## src/rtl/sort_loader_if.sv

```systemverilog
`default_nettype none
// ============================================================================
// Module      : sort_loader_if
// Description : Valid/ready element stream feeding the sort loader.
//               The source drives in_valid/in_data, the loader drives in_ready.
// Revision    : 1.0 - initial release
// ============================================================================
interface sort_loader_if #(
  parameter int WIDTH = 8
);
  logic             in_valid;
  logic             in_ready;
  logic [WIDTH-1:0] in_data;

  modport master (output in_valid, output in_data, input  in_ready);
  modport slave  (input  in_valid, input  in_data, output in_ready);
endinterface
`default_nettype wire

```

## src/rtl/sort_loader.sv

```systemverilog
`default_nettype none
// ============================================================================
// Module      : sort_loader
// Description : Writer side of the bitonic sort engine's input array. Packs
//               N streamed WIDTH-bit elements into a parallel array, strobes
//               the sorter's active-low load, issues one step pulse, waits for
//               sort_done (with timeout) and reports completion.
//               Optional feature macro: SORT_LOADER_PAD_EN (early commit with
//               all-ones padding of unwritten slots).
// Revision    : 1.0 - initial release
// ============================================================================
module sort_loader #(
  parameter int WIDTH   = 8,
  parameter int N       = 16,
  parameter int IDX_W   = 4,
  parameter int TIMEOUT = 1024
) (
  input  wire logic                 clk,
  input  wire logic                 rst,
  sort_loader_if.slave              in_if,
  input  wire logic                 commit,
  input  wire logic                 clear,
  input  wire logic                 sort_done,
  output logic                      load_n,
  output logic                      start,
  output logic [N*WIDTH-1:0]        data_flat,
  output logic [IDX_W:0]            count,
  output logic                      done,
  output logic                      err
);

  localparam int             TMO_W  = $clog2(TIMEOUT + 1);
  localparam logic [IDX_W:0] C_FULL = (IDX_W+1)'(N);
  localparam logic [TMO_W-1:0] C_TMO_LAST = TMO_W'(TIMEOUT - 1);

  typedef enum logic [2:0] {
    S_IDLE = 3'd0,
    S_LOAD = 3'd1,
    S_KICK = 3'd2,
    S_WAIT = 3'd3,
    S_DONE = 3'd4
  } state_t;

  state_t             state_q, state_d;
  logic [WIDTH-1:0]   slot_q [N];
  logic [WIDTH-1:0]   slot_d [N];
  logic [IDX_W:0]     count_q, count_d;
  logic [TMO_W-1:0]   tmo_q, tmo_d;
  logic               in_ready_q, in_ready_d;
  logic               load_n_q, load_n_d;
  logic               start_q, start_d;
  logic               done_q, done_d;
  logic               err_q, err_d;
  logic               accept;

`ifndef SORT_LOADER_PAD_EN
  // Without padding support an early commit has no effect.
  logic unused_commit;
  assign unused_commit = commit;
`endif

  // Next-state, array update and registered-output computation.
  always_comb begin
    state_d    = state_q;
    slot_d     = slot_q;
    count_d    = count_q;
    tmo_d      = tmo_q;
    done_d     = done_q;
    err_d      = err_q;
    accept     = 1'b0;

    case (state_q)
      S_IDLE: begin
        accept = in_if.in_valid & in_ready_q;
        if (accept) begin
          for (int i = 0; i < N; i++) begin
            if (count_q == (IDX_W+1)'(i)) slot_d[i] = in_if.in_data;
          end
          count_d = count_q + (IDX_W+1)'(1);
        end
        // Commit is evaluated against the count that includes this cycle's beat.
        if (count_d == C_FULL) begin
          state_d = S_LOAD;
        end
`ifdef SORT_LOADER_PAD_EN
        else if (commit && (count_d != '0)) begin
          state_d = S_LOAD;
          for (int i = 0; i < N; i++) begin
            if ((IDX_W+1)'(i) >= count_d) slot_d[i] = {WIDTH{1'b1}};
          end
        end
`endif
      end
      S_LOAD: state_d = S_KICK;
      S_KICK: begin
        state_d = S_WAIT;
        tmo_d   = '0;
      end
      S_WAIT: begin
        if (sort_done) begin
          state_d = S_DONE;
          done_d  = 1'b1;
          err_d   = 1'b0;
        end else if (tmo_q == C_TMO_LAST) begin
          state_d = S_DONE;
          done_d  = 1'b1;
          err_d   = 1'b1;
        end else begin
          tmo_d = tmo_q + TMO_W'(1);
        end
      end
      S_DONE: begin
        if (clear) begin
          state_d = S_IDLE;
          for (int i = 0; i < N; i++) slot_d[i] = '0;
          count_d = '0;
          done_d  = 1'b0;
          err_d   = 1'b0;
        end
      end
      default: state_d = S_IDLE;
    endcase

    // Strobes are decoded from the next state so they line up with it.
    in_ready_d = (state_d == S_IDLE);
    load_n_d   = (state_d != S_LOAD);
    start_d    = (state_d == S_KICK);
  end

  // State and output registers with asynchronous active-low reset.
  always_ff @(posedge clk or negedge rst) begin
    if (!rst) begin
      state_q    <= S_IDLE;
      for (int i = 0; i < N; i++) slot_q[i] <= '0;
      count_q    <= '0;
      tmo_q      <= '0;
      in_ready_q <= 1'b1;
      load_n_q   <= 1'b1;
      start_q    <= 1'b0;
      done_q     <= 1'b0;
      err_q      <= 1'b0;
    end else begin
      state_q    <= state_d;
      slot_q     <= slot_d;
      count_q    <= count_d;
      tmo_q      <= tmo_d;
      in_ready_q <= in_ready_d;
      load_n_q   <= load_n_d;
      start_q    <= start_d;
      done_q     <= done_d;
      err_q      <= err_d;
    end
  end

  generate
    for (genvar g = 0; g < N; g++) begin : g_flat
      assign data_flat[g*WIDTH +: WIDTH] = slot_q[g];
    end
  endgenerate

  assign in_if.in_ready = in_ready_q;
  assign load_n         = load_n_q;
  assign start          = start_q;
  assign count          = count_q;
  assign done           = done_q;
  assign err            = err_q;

endmodule
`default_nettype wire

```

## src/flat_wrapper.sv

```systemverilog
// flat-port wrapper written by rule: the top's interface ports become plain ports
module sort_loader_flat 
#(
  parameter int WIDTH   = 8,
  parameter int N       = 16,
  parameter int IDX_W   = 4,
  parameter int TIMEOUT = 1024
)
  (clk, rst, commit, clear, sort_done, load_n, start, data_flat, count, done, err, in_if_in_valid, in_if_in_data, in_if_in_ready);
  sort_loader_if #(.WIDTH(WIDTH)) in_if_i ();
  input  wire logic clk;
  input  wire logic rst;
  input  wire logic commit;
  input  wire logic clear;
  input  wire logic sort_done;
  output logic load_n;
  output logic start;
  output logic [N*WIDTH-1:0] data_flat;
  output logic [IDX_W:0] count;
  output logic done;
  output logic err;
  input wire logic [$bits(in_if_i.in_valid)-1:0] in_if_in_valid;
  input wire logic [$bits(in_if_i.in_data)-1:0] in_if_in_data;
  output wire logic [$bits(in_if_i.in_ready)-1:0] in_if_in_ready;
  assign in_if_i.in_valid = in_if_in_valid;
  assign in_if_i.in_data = in_if_in_data;
  assign in_if_in_ready = in_if_i.in_ready;
  sort_loader #(.WIDTH(WIDTH), .N(N), .IDX_W(IDX_W), .TIMEOUT(TIMEOUT)) u_core (.clk(clk), .rst(rst), .in_if(in_if_i), .commit(commit), .clear(clear), .sort_done(sort_done), .load_n(load_n), .start(start), .data_flat(data_flat), .count(count), .done(done), .err(err));
endmodule
```

## config.mk

```make
export PLATFORM = sky130hd
export DESIGN_NAME = sort_loader_flat
export DESIGN_NICKNAME = d
export VERILOG_FILES = /design/src/rtl/sort_loader_if.sv /design/src/rtl/sort_loader.sv /design/src/flat_wrapper.sv
export SDC_FILE = /design/constraint.sdc
export NUM_CORES = 1
export LEC_CHECK = 0
export ABC_AREA = 1
export BUFFER_PORTS_ARGS = -buffer_cell sky130_fd_sc_hd__buf_2
export CORE_ASPECT_RATIO = 0.75
export CORE_MARGIN = 3
export CORE_UTILIZATION = 53
export CTS_CLUSTER_SIZE = 12
export DETAILED_ROUTE_END_ITERATION = 16
export GPL_TIMING_DRIVEN = 0
export PLACE_DENSITY = 0.9
export SYNTH_ARGS = -nofsm -noshare
export SYNTH_HDL_FRONTEND = slang
export SYNTH_SLANG_ARGS = --single-unit
```

## constraint.sdc

```tcl
create_clock -name clk -period 2.1 [get_ports clk]
set_clock_uncertainty 0.2 [all_clocks]
set_input_delay 0.21 -clock clk [delete_from_list [all_inputs] [get_ports clk]]
set_output_delay 0.21 -clock clk [all_outputs]
set_load 0.03 [all_outputs]
```

---- Yosys cells after proc, flatten, opt, wreduce, memory -nomap -nowiden ----
Cells that the tools add are included.
W data, S select, Z words.
storage, ports and cells
  register bits ........................... 152
  output and inout port bits .............. 138
  word-level logic and storage cells ...... 133
  bits of input ports ..................... 14
operators by class
  reductions and logical operators ........ 25
  add/sub/neg operators ................... 2
  equal/unequal tests ..................... 44
  muxes and demuxes ....................... 37
  bitwise logic cells ..................... 1
operators by type and width
  cell                     count
  $mux W128                2
  $pmux W128 S2            1
  $mux W8                  16
  $reduce_and A4 Y1        16
  $eq A5 B4 Y1 const B     8
  $ne A2 B1 Y1 const B     17
  $mux W11                 2
  $pmux W11 S2             1
  $eq A5 B3 Y1 const B     4
  $mux W5                  3
  $pmux W3 S5              1
  $mux W3                  4
  $add A11 B1 Y11 const B  1
  $eq A11 B10 Y1 const B   1
  $eq A5 B2 Y1 const B     2
  $pmux W5 S2              1
  $eq A3 B2 Y1 const B     3
  $logic_not A3 Y1         2
  $ne A2 B2 Y1 const B     3
  $reduce_and A3 Y1        2
  $reduce_bool A2 Y1       3
  $add A5 B1 Y5 const B    1
  $eq A5 B1 Y1 const B     1
  $eq A5 B5 Y1 const B     1
  other kinds (9)          13

---- Longest topological paths before layout ----
  word-level depth ........................ 7
  mapped depth ............................ 12

---- Worst setup path after synthesis ----
OpenSTA, ideal clock, no wires.
  kind .................................... flip-flop to flip-flop
  start ................................... reg u_core.count_q[0], in the netlist u_core.count[0]
  end ..................................... reg u_core.slot_q (netlist bit u_core.data_flat[120])
  data arrival time ....................... 1.617 ns
  cell stages (with the launch flop) ...... 8
  setup time .............................. 0.136 ns
  path slack .............................. 0.146 ns
  path through ............................ dfrtp_1 ha_1 inv_1 nor2_1 ha_1 o21ai_1 buf_2 o21ai_0
on the way
  word-level cells in the longest chain between the ends .. 3
ends and longest elaborated chain
  element                             line                RTL
  start: declaration                  sort_loader.sv:47   logic [IDX_W:0] count_q, count_d;
  start signal: assignment            sort_loader.sv:145  count_q <= count_d;
  $eq A5 B4 Y1                        sort_loader.sv:77   if (count_q == (IDX_W+1)'(i)) slot_d[i] = in_if.in_data;
  $ne A2 B1 Y1 (no source line)       n/a
  $reduce_and A4 Y1 (no source line)  n/a
  end signal: assignment              sort_loader.sv:144  slot_q <= slot_d;
  end: declaration                    sort_loader.sv:45   logic [WIDTH-1:0] slot_q [N];
Every way passes these cells.
A chain may end at the register's enable or synchronous reset.

---- Worst setup path in the final report ----
  start ................................... reg u_core.in_ready_q, in the netlist u_core.in_if.in_ready
  end ..................................... reg u_core.slot_q (netlist bit u_core.data_flat[109])
on the way
  word-level cells in the longest chain between the ends .. 3
ends and longest elaborated chain
  element                             line                RTL
  start: declaration                  sort_loader.sv:49   logic in_ready_q, in_ready_d;
  start signal: assignment            sort_loader.sv:147  in_ready_q <= in_ready_d;
  $and A1 B1 Y1                       sort_loader.sv:74   accept = in_if.in_valid & in_ready_q;
  $ne A2 B1 Y1 (no source line)       n/a
  $reduce_and A4 Y1 (no source line)  n/a
Every way passes these cells.

==> results.yml <==
floorplanning:
  coreArea_um2: 11100
  io_pins: 152
  initial_utilization_pct: 55.3
  die_x_um: 131
  die_h_um: 99.4
  num_rows: 33
  dieArea_um2: 13000
detailed_routing:
  drc: 0
  drt_pre_antenna_iters: 5
  routed_wl_mm: 16.9
  vias_per_cell: 5.54
  vias: 5364
  drtIter0Drc: 499
  antenna_left: 0
  wl_per_cell_um: 17.5
worst_setup_path:
  setup.worst_path.end_class: "flop"
  path_delay_family: "flip-flops"
  worstPathArrival_ns: 2.12
  cp_cell_sequence: "nand2_1 -> a21oi_4 -> buf_8 -> nand2_4 -> buf_6 -> nand2_1 -> o21ai_1"
  cpMaxStageDelayCell: "dfstp_2"
  crit_path_max_incr_delay_ns: 0.57
  cp_common_cell: "nand2_1"
  path_class: "reg -> reg"
  cp_max_fo: 10
  crit_buf_inv: 2
  required_ns: 2.18
  startpoint_type: "flop"
sta:
  rsz0062_at_grt: "yes"
  relSlewSlack_pct: 58.6
  setup_tns_ns: 0
  worst_slew_pin_slew_ns: 0.620
  max_freq_ghz: 0.491
  timing.hold.ws_ns: -0.00603
  setup_viol: 0
  hold_viol: 2
  layout_min_cycle_time_ns: 2.04
  fin_crit_sh_pct: 97.1
  drv_slew: 0
power_and_ir_drop:
  power.density_nw_per_um2: 1850
  ir_worst_vdd_uv: 964
  leakage_nw: 4.13
clock_network:
  cts_tree: "built"
  ctsRootBufferMaster: "clkbuf_16"
  clkSlewWorstSetupHoldPaths_ns: 0.07
  cts.sinks: 152
  insertion_delay_ns: 0.42
  h-tree-depth: 4
  cts_buffers: 17
  clk_path_buf_depth: 2
run_status:
  violations: "hold timing"
  status: "finished, violations left"
global_route:
  grt_pass1_vias: 5019
  grt_pass1_wl_mm: 26.5
  grt_max_degree: 86
  antenna_found_initial: 0
  grt-ovfl-total: 0
  grt_use_total_pct: 26.5
logic_synthesis:
  ys_ff_latch: 152
  synthTopCellsByArea: "dfrtp_1 (61%), nand2_1 (12%), o21ai_1 (6.7%)"
  synth_edf_count: 0
  yosysWarnings: 0
  synthTopCellsByCount: "nand2_1 (199), dfrtp_1 (150), o21ai_1 (82), o21ai_0 (73), inv_1 (22)"
  synth-main-ff-cell: "dfrtp_1"
  ys_types: 27
  async_flop_share_pct: 100
  synth.most_common_cell: "nand2_1"
  synth.yosys.seq_area_share_pct: 61.8
  synth_top_area_share_pct: 60.9
  syn_area_per_cell_um2: 9.66
  syn_area_um2: 6160
  yosysTopAreaCell: "dfrtp_1"
  syn_inst: 638
  synth_nets: 658
placement:
  dp.cells: 929
  dp.final_hpwl_mm: 11.4
  gp_congestion: 0.902
  portBuffers: 150
final_layout:
  num_antenna_cells: 0
  nets: 836
  drive_gt1_share_pct: 30.2
  areaGrowthSynthToFinish_pct: 28.4
  fin_cells: 969
min_path:
  hold_class: "in -> reg"
run:
  drv_cap: 0
## placed cells by master, fill, tap and decap left out, types with 3 or more instances in the layout
cell type      instances
o21ai_1               83
dfrtp_1              148
o21ai_0               71
inv_1                 22
nand2_4               11
buf_6                 12
ha_1                   5
xor2_1                 4
nand2_2               13
bufinv_16              3
clkbuf_2               9
clkbuf_16             17
o22ai_1                4
nor2_1                19
buf_2                152
inv_6                  5
inv_2                  3
nand2_1              187
nand3_1               18
a21oi_1                3
dlygate4sd3_1          9
## cells by family after synthesis
group / Yosys count / share of synthesized area [%]
simple gates: 257 / 17.8
buf+inv: 52 / 4.67
flops: 152 / 61.8
xor+xnor: 4 / 0.568
compound gates: 167 / 14.0
fa+ha+maj: 6 / 1.22
## final cells by class
type | instances | area [um^2]
buffer | 25 | 203
clock buffer | 18 | 439
clock inverter | 14 | 186
fill | 812 | 3240
inverter | 25 | 93.8
multi-input combinational | 434 | 2120
sequential | 152 | 3810
tap | 140 | 175
timing repair buffer | 161 | 882
## what timing repair did
item                                    in CTS  in global routing
gates resized for setup                      8                 27
hold buffers                                 4                  5
cloned                                       0                  0
endpoints found under the setup margin      87                124
endpoints found under the hold margin       72                  8
buffers inserted                             0                  1
pin swaps                                    0                  1
## final timing paths
path                                                      start                                 to  slack (ns)  depth (start not counted)
worst max-delay path            u_core.in_if.in_ready$_DFF_PN1_  u_core.data_flat[109]$_DFFE_PN0P_        0.06                          7
worst min register to register          u_core.done$_DFFE_PN0P_            u_core.done$_DFFE_PN0P_        0.28                          2
worst max register to register  u_core.in_if.in_ready$_DFF_PN1_  u_core.data_flat[109]$_DFFE_PN0P_        0.06                          7
max in group asynchronous                                   rst    u_core.in_if.in_ready$_DFF_PN1_        0.70                          3
worst min-delay path                           in_if_in_data[5]    u_core.data_flat[5]$_DFFE_PN0P_      -0.006                          3
min in group asynchronous                                   rst    u_core.data_flat[1]$_DFFE_PN0P_        0.15                          2
## registers in the layout (all words and copies together) (netlist names), 3 cells and up
name and cells:
u_core.state_q 3, u_core.count 5, u_core.data_flat 128, u_core.tmo_q 11
## through the flow
stage / worst slack (ns) / util (%) / power, mW / cell area, um^2 / hold slack, ns
final: 0.0614 / 71.0 / 14.6 / 7910 / -0.00603
after global routing: -0.0873 / 71.0 / 15.4 / 7910 / 0.0130
after CTS: -0.0321 / 69.9 / 14.6 / 7790 / 0.0415
after detailed placement: -0.261 / 63.9 / 11.3 / 7120 / 0.0442
after global placement: -1.48 / 63.6 / 11.0 / 7090 / 0.239
after floorplan: 0.146 / - / 9.22 / 6160 / -0.286
## worst register-to-register path, stage by stage (launching register included)
cell	delay [ns]
dfstp_2	0.57
nand2_1	0.17
a21oi_4	0.30
buf_8	0.24
nand2_4	0.11
buf_6	0.17
nand2_1	0.06
o21ai_1	0.09
## routing by layer
metal | track usage (%) | vias up | share of wire (%)
met3 | 5.53 | 45 | 8.2
met2 | 38.9 | 268 | 45
met4 | 11.8 | 0 | 3.2
met1 | 38.3 | 2591 | 43
li1 | - | 2460 | -
met5 | 0 | - | 0
## report_power, final
| part | total [mW] | internal [mW] | leakage (nW) | switching (mW) |
|---|---|---|---|---|
| clock | 3.24 | 1.94 | 0.306 | 1.30 |
| combinational | 6.49 | 1.79 | 1.87 | 4.69 |
| sequential | 4.90 | 4.12 | 1.95 | 0.773 |
(Power assumes the default switching activity.)
